$ cat config.mk
export PLATFORM = sky130hd
export DESIGN_NAME = ras_stack
export DESIGN_NICKNAME = d
export VERILOG_FILES = /design/src/rtl/ras_stack.sv
export SDC_FILE = /design/constraint.sdc
export NUM_CORES = 1
export LEC_CHECK = 0
export ABC_AREA = 1
export ABC_CLOCK_PERIOD_IN_PS = 5400
export CORE_ASPECT_RATIO = 1.25
export CORE_UTILIZATION = 45
export CTS_CLUSTER_DIAMETER = 200
export CTS_CLUSTER_SIZE = 8
export DETAILED_ROUTE_END_ITERATION = 10
export SYNTH_ARGS = -nofsm -noshare
export SYNTH_HDL_FRONTEND = slang
export SYNTH_SLANG_ARGS = --single-unit
$ cat constraint.sdc
create_clock -name clock -period 5.4 [get_ports clock]
set_clock_uncertainty 0.05 [all_clocks]
set_input_delay 1.08 -clock clock [delete_from_list [all_inputs] [get_ports clock]]
set_output_delay 1.08 -clock clock [all_outputs]
set_load 0.02 [all_outputs]
$ cat src/rtl/ras_stack.sv
// Return address stack for fetch1, fed by the BTB's ras_ctl prediction.
//
// Optional feature macro: RAS_TOS_REPAIR_EN
//   When defined, adds ras_ckpt_tos_o / flush_tos_i so a redirect also rewrites
//   the checkpointed top entry, undoing wrong-path push or pop-then-push damage.
//
// Ports:
//   clock, reset        core clock; synchronous active-high reset
//   ras_valid_i         bundle valid with BTB hit, qualifies ras_ctl_i
//   ras_ctl_i           00 none, 01 push, 10 pop, 11 pop-then-push
//   push_addr_i         return address to push (bits [1:0] dropped)
//   ras_tos_o           top-of-stack address, 0 when empty
//   ras_empty_o         occupancy is zero
//   ras_underflow_o     one-cycle pulse after a pop on an empty stack
//   ras_ckpt_ptr_o      current TOS pointer, carried with the bundle
//   ras_ckpt_cnt_o      current occupancy, carried with the bundle
//   flush_i             redirect: restore flush_ptr_i / flush_cnt_i
//   ras_ckpt_tos_o      (RAS_TOS_REPAIR_EN) copy of ras_tos_o for checkpointing
//   flush_tos_i         (RAS_TOS_REPAIR_EN) top entry value to restore on flush
module ras_stack #(
  parameter int unsigned DEPTH = 16,
  parameter int unsigned PW    = 4
) (
  input  logic          clock,
  input  logic          reset,
  input  logic          ras_valid_i,
  input  logic [1:0]    ras_ctl_i,
  input  logic [63:0]   push_addr_i,
  output logic [63:0]   ras_tos_o,
  output logic          ras_empty_o,
  output logic          ras_underflow_o,
  output logic [PW-1:0] ras_ckpt_ptr_o,
  output logic [PW:0]   ras_ckpt_cnt_o,
  input  logic          flush_i,
  input  logic [PW-1:0] flush_ptr_i,
  input  logic [PW:0]   flush_cnt_i
`ifdef RAS_TOS_REPAIR_EN
  ,
  output logic [63:0]   ras_ckpt_tos_o,
  input  logic [63:0]   flush_tos_i
`endif
);

  localparam logic [1:0]    CtlNone    = 2'b00;
  localparam logic [1:0]    CtlPush    = 2'b01;
  localparam logic [1:0]    CtlPop     = 2'b10;
  localparam logic [1:0]    CtlPopPush = 2'b11;
  localparam logic [PW-1:0] PtrReset   = PW'(DEPTH - 1);
  localparam logic [PW:0]   CntMax     = (PW + 1)'(DEPTH);

  logic [61:0]   mem_q [DEPTH];
  logic [PW-1:0] ptr_q, ptr_d;
  logic [PW:0]   cnt_q, cnt_d;
  logic          underflow_q, underflow_d;

  logic          wr_en;
  logic [PW-1:0] wr_idx;
  logic [61:0]   wr_data;

  // Only the word address is stored; the low bits are always zero.
  logic unused_addr_lsbs;
`ifdef RAS_TOS_REPAIR_EN
  assign unused_addr_lsbs = ^{push_addr_i[1:0], flush_tos_i[1:0]};
`else
  assign unused_addr_lsbs = ^push_addr_i[1:0];
`endif

  always_comb begin
    ptr_d       = ptr_q;
    cnt_d       = cnt_q;
    underflow_d = 1'b0;
    wr_en       = 1'b0;
    wr_idx      = ptr_q;
    wr_data     = push_addr_i[63:2];

    if (flush_i) begin
      // Redirect wins over any same-cycle operation from the (wrong-path) bundle.
      ptr_d = flush_ptr_i;
      cnt_d = (flush_cnt_i > CntMax) ? CntMax : flush_cnt_i;
`ifdef RAS_TOS_REPAIR_EN
      wr_en   = 1'b1;
      wr_idx  = flush_ptr_i;
      wr_data = flush_tos_i[63:2];
`endif
    end else if (ras_valid_i) begin
      unique case (ras_ctl_i)
        CtlNone: ;
        CtlPush: begin
          // PW == log2(DEPTH), so pointer arithmetic wraps modulo DEPTH for free.
          ptr_d  = ptr_q + 1'b1;
          wr_en  = 1'b1;
          wr_idx = ptr_q + 1'b1;
          // A push on a full stack silently overwrites the oldest entry.
          cnt_d  = (cnt_q == CntMax) ? cnt_q : cnt_q + 1'b1;
        end
        CtlPop: begin
          if (cnt_q != '0) begin
            ptr_d = ptr_q - 1'b1;
            cnt_d = cnt_q - 1'b1;
          end else begin
            underflow_d = 1'b1;
          end
        end
        CtlPopPush: begin
          // Replace the top entry in place; an empty stack gains one entry.
          wr_en  = 1'b1;
          wr_idx = ptr_q;
          if (cnt_q == '0) cnt_d = (PW + 1)'(1);
        end
        default: ;
      endcase
    end
  end

  always_ff @(posedge clock) begin
    if (reset) begin
      ptr_q       <= PtrReset;
      cnt_q       <= '0;
      underflow_q <= 1'b0;
    end else begin
      ptr_q       <= ptr_d;
      cnt_q       <= cnt_d;
      underflow_q <= underflow_d;
    end
  end

  always_ff @(posedge clock) begin
    if (reset) begin
      for (int i = 0; i < int'(DEPTH); i++) mem_q[i] <= '0;
    end else if (wr_en) begin
      mem_q[wr_idx] <= wr_data;
    end
  end

  assign ras_empty_o     = (cnt_q == '0);
  assign ras_tos_o       = ras_empty_o ? 64'h0 : {mem_q[ptr_q], 2'b00};
  assign ras_underflow_o = underflow_q;
  assign ras_ckpt_ptr_o  = ptr_q;
  assign ras_ckpt_cnt_o  = cnt_q;
`ifdef RAS_TOS_REPAIR_EN
  assign ras_ckpt_tos_o  = ras_tos_o;
`endif

endmodule

==> reports/summary.txt <==
largest net degree at the start of global routing = 172
Post-CTS Hold Buffers = 0
Worst VDD drop = 254 uV
IO buf count = 149
Synthesis Warnings = 0
CTS Sinks = 1,006
Final setup viols = 0
Syn Std Cell Area = 0.0445 mm^2
status = finished clean
Post-CTS Setup Inserts = 0
commonest cells in the netlist = 1,762 x nor2_1, 992 x edfxtp_1, 505 x o21ai_0
deepest clock path buffer count = 3
critical path required time = 4.27 ns
Die X-Extent = 283 um
CTS buffer count = 143
critical-path maximum fanout = 132
adder-cell share of the synthesized area = 0.186%
vias in the first global route = 31.9k
slew margin rel. = 18.0%
GR Util All Layers = 26.9%
WL per Instance = 24.1 um
RSZ-0062 raised after global routing = no
Yosys top cell area share = 67.0%
first-pass GRT wire length = 201,000 um
Final GP Congestion = 0.774
DP HPWL = 67,200 um
Worst Max-Slew Pin Slew = 1.23 ns
family with the most delay on the worst path = buffers and inverters
Final Util = 52.8%
max cap viols = 0
core area = 0.0977 mm^2
Rows = 128
WP data arrival = 3.91 ns
Critical path buffers and inverters = 3
Power Density = 383 mW/mm^2
critical path endpoint category = primary output
root buf cell = clkbuf_16
Yosys top cell by area = edfxtp_1
hold_ws = 0.487 ns
Pre-antenna DRT Iters = 5
ys async rst share = 0%
Via density = 5.83
synthesized area per cell = 10.3 um^2
H-Tree Level Count = 4
grt ovf = 0
WS Path Type = flip-flop to primary output
setup TNS = 0 ns
# fillers = 8,562
fin crit period = 5.04 ns
Routed Antenna Nets = 0
Max Fclk = 199 MHz
Reg clk slew, reported paths = 0.05 ns
post-synthesis sequential area ratio = 67.6%
HP Class = flip-flop to flip-flop
Yosys reg bits = 1,006
Hold Vio Cnt, Final = 0
top-count cell post-synth = nor2_1
FF-to-FF setup slack = 2.20 ns
xor/xnor share of the synthesized area = 0.141%
final cycle utilization of the critical path = 93.3%
pre-CTS setup slack = 0.739 ns
1st-iter DRT viols = 3,284
Remaining DRCs = 0
count of cell types in the netlist = 29
Pleak = 19.1 nW
Critical Path Start Type = flip-flop
post-synthesis simple-gate area fraction = 17.2%
Area contributors post-synth = edfxtp_1 67%, nor2_1 15%, o21ai_0 5.7%
Die Area = 0.100 mm^2
largest family of logic cells by synthesized area = simple AND/OR/NAND/NOR gates
CTS tree = yes
layout cells sized above 1 = 6.81%
Initial Utilization = 45.5%
initial antenna violation count = 1
crit path cell chain = inv_8 -> buf_12 -> o21ai_0 -> o211ai_1 -> nand3_1 -> a21oi_1 -> clkdlybuf4s50_1
clk_lat worst skew = 0.72 ns
post-synthesis mux area share = 0%
Post-synth EDFFs = 992
post-route setup slack = 0.364 ns
chip height = 353 um
CP peak stage delay = 0.69 ns
vias = 32.9k
post-cts sizing count = 0
Critical Path Slowest Stage Cell = clkdlybuf4s50_1
complex-gate fraction of the synthesized area = 10.8%
most common flop cell mapped by yosys = edfxtp_1
Post-Route WL = 136,000 um
area grow syn2layout = 16.1%
nets@finish = 4,399
Final Max Tran Viols = 0
total power = 19.8 mW
post-synthesis cell count = 4,297
IO Count = 154
cells by family after synthesis:
group | Yosys count
AO/OA/AOI/OAI | 832
XOR/XNOR | 5
adder cells (fa/ha/maj) | 6
buffers and inverters | 461
flip-flops | 1006
other | 1
AND/OR/NAND/NOR | 1986
routing by layer:
layer | vias up | global-route usage, % | wire [um]
met3 | 302 | 3.83 | 9880
met4 | 0 | 11.2 | 5040
li1 | 14800 | - | -
met2 | 1470 | 46.6 | 68700
met1 | 16300 | 33.9 | 52200
met5 | - | 0 | 0
report_power, final:
group	switching, mW	internal [mW]
Clock	3.21	4.76
Combinational	1.91	0.888
Sequential	0.122	8.88
worst min-delay path, stage by stage (launching register included):
cell     delay, ns
dfxtp_1       0.35
nand2_1       0.08
a21oi_1       0.06
placed cells by master (no fill, tap or decap), types with 2 or more instances in the layout:
| cell type | netlist | layout |
|---|---|---|
| clkinv_16 | 0 | 3 |
| ha_1 | 5 | 5 |
| clkbuf_16 | 0 | 145 |
| nor3_1 | 2 | 2 |
| o21ai_1 | 2 | 2 |
| xor2_1 | 4 | 4 |
| nand2_1 | 75 | 51 |
| nand4_1 | 3 | 3 |
| o211ai_1 | 251 | 251 |
| inv_1 | 82 | 82 |
| dfxtp_4 | 0 | 4 |
| clkinv_8 | 0 | 2 |
| clkbuf_1 | 284 | 7 |
| dfxtp_1 | 14 | 10 |
| nor2_1 | 1762 | 1762 |
| edfxtp_1 | 992 | 992 |
| clkdlybuf4s50_1 | 0 | 149 |
| a21oi_1 | 72 | 72 |
| inv_6 | 0 | 4 |
| buf_12 | 0 | 50 |
| inv_4 | 0 | 2 |
| nand3_4 | 0 | 8 |
| o21ai_0 | 505 | 505 |
| buf_4 | 2 | 44 |
| conb_1 | 1 | 2 |
| nand3_1 | 140 | 132 |
| nand2_4 | 0 | 24 |
metrics by stage:
step	area, um^2	cells
floorplan	44500	4298
detailed placement	47800	5469
finish	51600	5632
CTS	51600	5631
global route	51600	5631
global placement	47800	5469
area by class of cell:
type | count | area (um^2) | area share [%]
timing repair buffer | 243 | 2820 | 5.47
sequential | 1006 | 30100 | 58.3
antenna | 1 | 2.50 | 0.00485
inverter | 89 | 353 | 0.684
clock inverter | 9 | 169 | 0.327
clock buffer | 153 | 3670 | 7.11
multi-input combinational | 2831 | 12900 | 25.0
tap | 1300 | 1630 | 3.15
state kept, by name, summed over array words and instances, names as in the netlist, named ones only:
register and count:
ras_ckpt_ptr_o 4, ras_underflow_o 1, mem_q 992, ras_ckpt_cnt_o 5
worst paths after layout:
check / startpoint / endpoint / cells after the start
max: flip-flop / ras_tos_o[62] / 7
min: ras_ckpt_cnt_o[3] / ras_ckpt_cnt_o[3] / 2
max reg2reg: ras_ckpt_ptr_o[0] / mem_q[10][1] / 8
min reg2reg: ras_ckpt_cnt_o[3] / ras_ckpt_cnt_o[3] / 2
No activity file was read; power rests on OpenSTA's default activity.
